[config.mk]
export PLATFORM = sky130hd
export DESIGN_NAME = instr_fetch_flat
export DESIGN_NICKNAME = d
export VERILOG_FILES = /design/src/rtl/instr_fetch_if.sv /design/src/rtl/instr_fetch.sv /design/src/flat_wrapper.sv
export SDC_FILE = /design/constraint.sdc
export NUM_CORES = 1
export LEC_CHECK = 0
export ABC_AREA = 1
export BUFFER_PORTS_ARGS = -buffer_cell sky130_fd_sc_hd__buf_4
export CAP_MARGIN = 20
export CORE_ASPECT_RATIO = 1.1
export CORE_MARGIN = 2
export CORE_UTILIZATION = 42
export DETAILED_ROUTE_END_ITERATION = 12
export HOLD_SLACK_MARGIN = 0.02
export PLACE_DENSITY = 0.81
export SLEW_MARGIN = 15
export SYNTH_ARGS = -nofsm -noshare
export SYNTH_HDL_FRONTEND = slang
export SYNTH_SLANG_ARGS = --single-unit
export TNS_END_PERCENT = 5
[constraint.sdc]
create_clock -name clk -period 1.3 [get_ports clk]
set_input_delay 0.065 -clock clk [delete_from_list [all_inputs] [get_ports clk]]
set_output_delay 0.065 -clock clk [all_outputs]
set_load 0.005 [all_outputs]
[src/rtl/instr_fetch_if.sv]
// Instruction-memory read bus between the fetch stage (master) and memory (slave).
interface instr_fetch_if #(
  parameter int unsigned AW = 8,
  parameter int unsigned IW = 16
);
  logic [AW-1:0] mem_addr;
  logic          mem_req;
  logic          mem_ack;
  logic [IW-1:0] mem_rdata;

  modport master (
    output mem_addr,
    output mem_req,
    input  mem_ack,
    input  mem_rdata
  );

  modport slave (
    input  mem_addr,
    input  mem_req,
    output mem_ack,
    output mem_rdata
  );
endinterface

[src/rtl/instr_fetch.sv]
// Fetch stage: samples pc, runs a req/ack read with timeout, and holds the result in the IR.
// Optional FETCH_STATS_EN adds saturating fetch/stall counters.
module instr_fetch #(
  parameter int unsigned IW      = 16,
  parameter int unsigned AW      = 8,
  parameter int unsigned TIMEOUT = 15
) (
  input  logic              clk,
  input  logic              rst,
  input  logic [AW-1:0]     pc,
  input  logic              fetch_start,
  input  logic              flush,
  instr_fetch_if.master     mem,
  output logic [IW-1:0]     ir,
  output logic              ir_valid,
  output logic [AW-1:0]     jump_instr,
  output logic              fetch_busy,
  output logic              fetch_err
`ifdef FETCH_STATS_EN
  ,
  output logic [15:0]       fetch_cnt,
  output logic [15:0]       stall_cnt
`endif
);

  localparam int unsigned CW = $clog2(TIMEOUT + 1);
  localparam logic [CW-1:0] CntLast = CW'(TIMEOUT - 1);

  typedef enum logic [0:0] {StIdle, StReq} state_e;

  state_e        state_q, state_d;
  logic [AW-1:0] addr_q, addr_d;
  logic [IW-1:0] ir_q, ir_d;
  logic          valid_q, valid_d;
  logic          err_q, err_d;
  logic [CW-1:0] cnt_q, cnt_d;

  always_ff @(posedge clk or negedge rst) begin
    if (!rst) begin
      state_q <= StIdle;
      addr_q  <= '0;
      ir_q    <= '0;
      valid_q <= 1'b0;
      err_q   <= 1'b0;
      cnt_q   <= '0;
    end else begin
      state_q <= state_d;
      addr_q  <= addr_d;
      ir_q    <= ir_d;
      valid_q <= valid_d;
      err_q   <= err_d;
      cnt_q   <= cnt_d;
    end
  end

  always_comb begin
    state_d = state_q;
    addr_d  = addr_q;
    ir_d    = ir_q;
    valid_d = valid_q;
    err_d   = 1'b0;
    cnt_d   = cnt_q;
    unique case (state_q)
      StIdle: begin
        if (flush) begin
          valid_d = 1'b0;
        end else if (fetch_start) begin
          addr_d  = pc;
          valid_d = 1'b0;
          cnt_d   = '0;
          state_d = StReq;
        end
      end
      StReq: begin
        // Flush wins over a same-cycle ack: the returned word is dropped.
        if (flush) begin
          valid_d = 1'b0;
          state_d = StIdle;
        end else if (mem.mem_ack) begin
          ir_d    = mem.mem_rdata;
          valid_d = 1'b1;
          state_d = StIdle;
        end else if (cnt_q == CntLast) begin
          ir_d    = '0;
          valid_d = 1'b0;
          err_d   = 1'b1;
          state_d = StIdle;
        end else if (cnt_q != '1) begin
          cnt_d = cnt_q + 1'b1;
        end
      end
      default: state_d = StIdle;
    endcase
  end

  assign mem.mem_addr = addr_q;
  assign mem.mem_req  = (state_q == StReq);
  assign fetch_busy   = (state_q == StReq);
  assign ir           = ir_q;
  assign ir_valid     = valid_q;
  assign jump_instr   = ir_q[AW-1:0];
  assign fetch_err    = err_q;

`ifdef FETCH_STATS_EN
  logic [15:0] fetch_cnt_q, stall_cnt_q;
  logic        load_evt, stall_evt;

  assign load_evt  = (state_q == StReq) && mem.mem_ack && !flush;
  assign stall_evt = (state_q == StReq) && !mem.mem_ack;

  always_ff @(posedge clk or negedge rst) begin
    if (!rst) begin
      fetch_cnt_q <= '0;
      stall_cnt_q <= '0;
    end else begin
      if (load_evt && fetch_cnt_q != 16'hFFFF) fetch_cnt_q <= fetch_cnt_q + 16'd1;
      if (stall_evt && stall_cnt_q != 16'hFFFF) stall_cnt_q <= stall_cnt_q + 16'd1;
    end
  end

  assign fetch_cnt = fetch_cnt_q;
  assign stall_cnt = stall_cnt_q;
`endif

endmodule

[src/flat_wrapper.sv]
// flat-port wrapper written by rule: the top's interface ports become plain ports
module instr_fetch_flat 
#(
  parameter int unsigned IW      = 16,
  parameter int unsigned AW      = 8,
  parameter int unsigned TIMEOUT = 15
)
  (clk, rst, pc, fetch_start, flush, ir, ir_valid, jump_instr, fetch_busy, fetch_err, mem_mem_addr, mem_mem_req, mem_mem_ack, mem_mem_rdata);
  instr_fetch_if #(.AW(AW), .IW(IW)) mem_i ();
  input  logic clk;
  input  logic rst;
  input  logic [AW-1:0] pc;
  input  logic fetch_start;
  input  logic flush;
  output logic [IW-1:0] ir;
  output logic ir_valid;
  output logic [AW-1:0] jump_instr;
  output logic fetch_busy;
  output logic fetch_err;
  output wire logic [$bits(mem_i.mem_addr)-1:0] mem_mem_addr;
  output wire logic [$bits(mem_i.mem_req)-1:0] mem_mem_req;
  input wire logic [$bits(mem_i.mem_ack)-1:0] mem_mem_ack;
  input wire logic [$bits(mem_i.mem_rdata)-1:0] mem_mem_rdata;
  assign mem_mem_addr = mem_i.mem_addr;
  assign mem_mem_req = mem_i.mem_req;
  assign mem_i.mem_ack = mem_mem_ack;
  assign mem_i.mem_rdata = mem_mem_rdata;
  instr_fetch #(.IW(IW), .AW(AW), .TIMEOUT(TIMEOUT)) u_core (.clk(clk), .rst(rst), .pc(pc), .fetch_start(fetch_start), .flush(flush), .mem(mem_i), .ir(ir), .ir_valid(ir_valid), .jump_instr(jump_instr), .fetch_busy(fetch_busy), .fetch_err(fetch_err));
endmodule
==> results of run 1 <==
-- power by group through the flow --
stage	Sequential (W)	Combinational, W	Clock [W]
final	0.00127	0.000832	0.000629
after global placement	0.00128	0.000699	0
after global routing	0.00129	0.000923	0.000690
after CTS	0.00126	0.000805	0.000638
after detailed placement	0.00128	0.000722	0
after floorplan	0.00128	0.000313	0
-- layout by cell type, fill, tap and decap left out, types with 4 or more instances in the layout --
master / n
nand2_2: 8
nand2_4: 5
nand2_1: 58
inv_1: 4
clkbuf_4: 5
nand3_1: 29
dfrtp_1: 29
buf_4: 69
dlygate4sd3_1: 25
-- synth_stat cells --
library cell  count  area [µm²]
buf_1             1        3.75
buf_2             2        10.0
buf_4            10        75.1
buf_6             2        22.5
dfrtp_1          31         776
ha_1              2        25.0
inv_1             5        18.8
inv_2             1        3.75
nand2_1          66         248
nand2_2           1        6.26
nand2_4           3        33.8
nand3_1          30         150
nand4_1           1        6.26
nor2_1            2        7.51
nor2_4            2        22.5
o21ai_1           2        10.0
o21ai_2           2        17.5
or2_2             2        12.5
-- layout make-up --
class	instances	area, µm²
Clock buffer	8	68.8
Fill cell	258	1010
Inverter	6	22.5
Multi-Input combinational cell	114	613
Sequential cell	31	778
Tap cell	48	60.1
Timing Repair Buffer	95	779
-- state kept, by name, summed over array words and instances (netlist names) --
register	flops
u_core.cnt_q	4
u_core.mem.mem_addr	8
u_core.fetch_err	1
u_core.ir_valid	1
u_core.fetch_busy	1
u_core.ir	16
-- through the flow --
| stage | std cells | setup slack (ns) | area, µm² | setup TNS (ns) | power [W] |
|---|---|---|---|---|---|
| finish | 302 | 0.0647 | 2320 | 0 | 0.00273 |
| global route | 302 | -0.0167 | 2320 | -0.0224 | 0.00291 |
| CTS | 302 | 0.0186 | 2260 | 0 | 0.00271 |
| detailed placement | 266 | -0.0224 | 1910 | -0.0302 | 0.00200 |
| global placement | 266 | 0.0685 | 1910 | 0 | 0.00198 |
| floorplan | 165 | 0.0490 | 1450 | 0 | 0.00159 |
-- metal layers --
metal,share of wire,up-vias
met4,0.025,0
met2,0.52,48
met1,0.41,661
li1,-,696
met3,0.043,10
met5,0,-
-- worst paths after layout --
check | startpoint | endpoint | slack [ns]
max | u_core.cnt_q[0] | u_core.cnt_q[0] | 0.06
min in group asynchronous | rst | u_core.mem.mem_addr[6] | 0.22
max reg2reg | u_core.cnt_q[0] | u_core.cnt_q[0] | 0.06
min reg2reg | u_core.ir[8] | u_core.ir[8] | 0.49
min | fetch_start | u_core.mem.mem_addr[6] | 0.06
max in group asynchronous | rst | u_core.fetch_busy | 0.78
-- what timing repair did --
item | 4_1_cts | 5_1_grt
pin swaps | 2 | 5
gates cloned | 1 | 0
endpoints found under the setup margin | 11 | 20
endpoints found under the hold margin | 55 | 0
hold buffers | 25 | 0
buffers inserted | 2 | 0
gates resized for setup | 2 | 18
-- worst reg2reg max path, stage by stage, from the launching register on --
cell     delay [ns]
dfrtp_1        0.41
buf_6          0.13
ha_4           0.15
nand2_2        0.07
nand2_2        0.05
nand2_2        0.08
nand2_4        0.10
nand2_2        0.08
o21ai_1        0.06
-- kinds of logic (layout without fill, tap and decap cells) --
group,after synthesis,count (layout),synth area share
DFF,31,31,0.535
AOI/OAI and AO/OA,4,4,0.0190
adders and majority gates,2,2,0.0173
buffers and inverters,21,109,0.0924
and+or+nand+nor,107,108,0.336
==> key figures, run 1 <==
Final layout
  – Diodes inserted: 0
  – Post-layout util: 0.697
  – Nets: 284
  – Share of layout cells above drive strength 1: 0.406
  – Layout area overhead: 60.3%

Synth
  – Sequential area share after synthesis: 0.535
  – Syn_area_per_cell: around 9 µm²
  – Synth Register Bits: 31
  – Post-synth cell types: 18
  – Synth Instances: about 170
  – Synthesized area: roughly 1400 µm²
  – Synth Net Count: between 150 and 200
  – Syn. warnings: 0

Global route
  – Met1 GRT Util: 0.236
  – Total grt overflow: 0
  – Global-route wire length before repair: 6130 µm
  – Via count of the first global-routing pass: roughly 1,400
  – Gr usage total: 0.208
  – Initial antenna violation count: 0
  – Met2 GRT Util: 0.371
  – Most used routing layer: met2
  – Met3 global-route usage: 0.0315
  – Largest net degree at the start of global routing: 32

Timing
  – Worst Tran Pin Value: ~0.38 ns
  – Relative slew slack: 0.747
  – Final setup fails: 0
  – Fin crit period: about 1.2 ns
  – Slew Limit Fails: 0
  – Max Freq: between 800 and 900 MHz
  – Fin. Hold Viols: 0
  – Final hold slack: roughly 0.058 ns
  – Final period utilization: 0.950
  – Fin Clk Skew: ~0.01 ns

Route
  – DR WL/cell: between 10 and 15 µm
  – Drt first pass iters: 4
  – Routed wire length: 3850 µm
  – DRT iter0 DRCs: 19
  – DR vias: 1,415
  – Vias/cell: approximately 4.7
  – DRC viols: 0
  – Post-DRT Antenna Nets: 0

Clocking
  – Worst skew pair latency: 0.32 ns
  – H-tree depth: 2
  – CTS Sinks: 31
  – Cts bufs inserted: 5
  – CTS Root Cell: clkbuf_4
  – CTS tree: yes
  – CTS Buffer Depth: 2
  – Worst-path clk slew: 0.10 ns

Worst setup path
  – CP Max Fanout: 8
  – CP arrival: 1.45 ns
  – Worst Path Required: 1.51 ns
  – Most used cell, CP: nand2_2
  – Startpoint Class: flop
  – Slowest CP cell: dfrtp_1
  – Reg2Reg Depth: 8
  – WS Path Type: flop to flop
  – Critical Path Stages: 8
  – Cell family with most CP delay: flip-flops
  – Slowest stage delay, CP: 0.41 ns
  – Crit-path cells: buf_6 -> ha_4 -> nand2_2 -> nand2_2 -> nand2_2 -> nand2_4 -> nand2_2 -> o21ai_1
  – Worst Path Buf+Inv: 1
  – CP endpoint kind: flop

Floorplan
  – Row count: 22
  – DIE AREA: about 3900 µm²
  – Starting density of the core: 0.435
  – Die Y: ~66 µm
  – Die X: 60 µm
  – Boundary Pins: 65
  – Core Region: 3330 µm²

Power and ir drop
  – Net Sw Power: 0.000780 W
  – Net Sw Frac: 0.285
  – Int Pwr: a little under 0.002 W
  – Lkg Pwr: between 1 and 1.5 nW
  – Pwr/cell area: around 1200 nW/µm²
  – Seq pwr share: 0.465
  – Comb pwr share: 0.305
  – Clock network fraction of total power: 0.230
  – Worst vdd ir: between 0.0007 and 0.0008 V

Place
  – I/O Buffers: between 60 and 70
  – Detailed Place HPWL: 2300 µm
  – Placer Congestion: 0.809

Worst hold path
  – Worst min-delay path class: input pin to flop
  – Hold path cells: 3

Job
  – Max Cap Viol: 0

Status
  – Status: completed
Note: power is estimated with default switching activity, not from simulation.
==> run 2: changes to the inputs <==
--- a/config.mk
+++ b/config.mk
@@ -14,6 +14,7 @@
 export DETAILED_ROUTE_END_ITERATION = 12
 export HOLD_SLACK_MARGIN = 0.02
 export PLACE_DENSITY = 0.81
+export REMOVE_ABC_BUFFERS = 1
 export SLEW_MARGIN = 15
 export SYNTH_ARGS = -nofsm -noshare
 export SYNTH_HDL_FRONTEND = slang
==> run 2 against run 1 <==
Net effect: cell count decreased by 0.99%; sequential cell count is the same; clock skew shrank 0.0029 ns; non-clock buffer count decreased by 2; hold slack lost 0.0050 ns; sequential share of layout area increased by 1.1 points; critical path type unchanged; largest cell class is now flip-flops and latches; largest power group unchanged.
==> key figures, run 2 (synthesis results as in run 1) <==
Status
  – Status: completed

Worst setup path
  – Slowest CP cell: dfrtp_2
  – CP Max Fanout: 16
  – WS Path Type: flop to flop
  – Cell family with most CP delay: simple AND/OR/NAND/NOR gates
  – Startpoint Class: flop
  – CP endpoint kind: flop
  – Crit-path cells: inv_2 -> ha_4 -> nand3_2 -> nand2_4 -> nand2_8 -> nand2_1 -> nand2_1
  – Worst Path Buf+Inv: 1
  – Slowest stage delay, CP: 0.44 ns
  – Critical Path Stages: 7
  – Reg2Reg Depth: 7
  – Worst Path Required: roughly 1.5 ns
  – CP arrival: about 1.5 ns
  – Most used cell, CP: nand2_1

Timing
  – Fin crit period: about 1.2 ns
  – Relative slew slack: 0.742
  – Final TNS setup: 0 ns
  – Final period utilization: 0.951
  – Fin. Hold Viols: 0
  – Slew Limit Fails: 0
  – Max Freq: 809 MHz
  – Fin Clk Skew: between 0.006 and 0.007 ns
  – Worst Tran Pin Value: 0.388 ns
  – Final setup fails: 0

Route
  – Drt first pass iters: 4
  – Routed wire length: about 3700 µm
  – DR vias: around 1,400
  – DRT iter0 DRCs: 34
  – Vias/cell: roughly 4.6
  – DR WL/cell: about 12 µm
  – Post-DRT Antenna Nets: 0
  – DRC viols: 0

Power and ir drop
  – Lkg Pwr: between 1 and 1.5 nW
  – Pwr/cell area: approximately 1200 nW/µm²
  – Worst vdd ir: around 0.00085 V

Place
  – Detailed Place HPWL: approximately 2200 µm
  – I/O Buffers: 64
  – Cells after DPL: ~270
  – DP Area: about 1900 µm²
  – Placer Congestion: 0.796

Final layout
  – Layout area overhead: 55.4%
  – Share of layout cells above drive strength 1: 0.371
  – Fin area: 2250 µm²
  – Most common cell after layout, fill and taps aside: buf_4
  – Commonest non-fill, non-tap cells in the layout: 68 x buf_4, 64 x nand2_1, 29 x nand3_1, 29 x dfrtp_1, 25 x dlygate4sd3_1
  – Non-Filler Instances: between 200 and 300
  – Diodes inserted: 0
  – Flip-flop count of the largest register after layout: 16
  – Filler cells: between 200 and 300
  – Nets: approximately 280

Global route
  – Initial antenna violation count: 0
  – Global-route wire length before repair: approximately 6000 µm
  – Gr usage total: 0.208
  – Via count of the first global-routing pass: 1,340
  – Total grt overflow: 0
  – Largest net degree at the start of global routing: 32

Floorplan
  – DIE AREA: roughly 4000 µm²
  – Core Region: ~3300 µm²
  – Die Y: 65.6 µm
  – Starting density of the core: 0.435
  – Die X: 60 µm
  – Boundary Pins: 65
  – Row count: 22

Clocking
  – Worst-path clk slew: around 0.10 ns
  – Worst skew pair latency: about 0.33 ns
  – CTS Sinks: 31
  – H-tree depth: 2
  – Cts bufs inserted: 5
  – CTS Buffer Depth: 2
  – CTS Root Cell: clkbuf_4
  – CTS tree: yes

Worst hold path
  – Hold path cells: 3
  – Worst min-delay path class: input pin to flop

Job
  – Max Cap Viol: 0
## run 2: cell count changes in the layout (fill, tap and decap cells not counted), moves of 2 or more
cell / before / now
nand2_1: 58 / 64
nand2_2: 8 / 2
clkbuf_8: 2 / 0
nand2_4: 5 / 3
## run 2: final cells by class
cell class | instances | area (µm²) | area share
clock buffer | 7 | 45.0 | 0.0200
sequential | 31 | 778 | 0.346
timing repair buffer | 93 | 761 | 0.338
inverter | 6 | 22.5 | 0.0100
tap | 48 | 60.1 | 0.0267
clock inverter | 1 | 5.00 | 0.00222
multi-input combinational | 113 | 579 | 0.257
## run 2: metrics by stage
step	utilization	worst slack, ns	total power [W]	hold WS, ns
2_1_floorplan	-	0.0336	0.00148	-0.231
3_3_place_gp	0.573	0.0711	0.00198	0.0121
3_5_place_dp	0.573	-0.00453	0.00200	0.0173
4_1_cts	0.668	0.000178	0.00260	0.0412
5_1_grt	0.676	-0.0114	0.00279	0.0508
6_report	0.676	0.0640	0.00261	0.0526
## run 2: tightest hold or removal path: stages
cell	delay [ns]
buf_4	0.16
nand3_1	0.08
nand2_1	0.05
## run 2: per-layer routing
metal,vias up,GRT usage,wire length (µm)
met1,635,0.249,1460
met2,47,0.348,1950
met3,6,0.0551,196
met5,-,0,0
li1,686,-,-
met4,0,0.0833,57
## run 2: path summary, 6_finish.rpt
check / startpoint / endpoint / slack (ns)
min reg2reg: u_core.mem.mem_addr[4] / u_core.mem.mem_addr[4] / 0.48
max reg2reg: u_core.cnt_q[0] / u_core.ir[8] / 0.06
min in group asynchronous: rst / u_core.mem.mem_addr[4] / 0.19
max in group asynchronous: rst / u_core.cnt_q[0] / 0.79
max: u_core.cnt_q[0] / u_core.ir[8] / 0.06
min: fetch_start / u_core.mem.mem_addr[6] / 0.05
## run 2: timing repair
action | 4_1_cts | 5_1_grt
pin swaps | 2 | 3
setup endpoints to repair | 8 | 20
resized for setup | 3 | 8
hold buffers | 25 | 0
hold endpoints to repair | 55 | 0
buffers inserted | 0 | 0
## run 2: power breakdown
group          leakage, nW  internal (W)  total, W  switching [W]
Sequential           0.393       0.00114   0.00127       0.000130
Clock               0.0293      0.000210  0.000536       0.000326
Combinational        0.783      0.000474  0.000800       0.000327
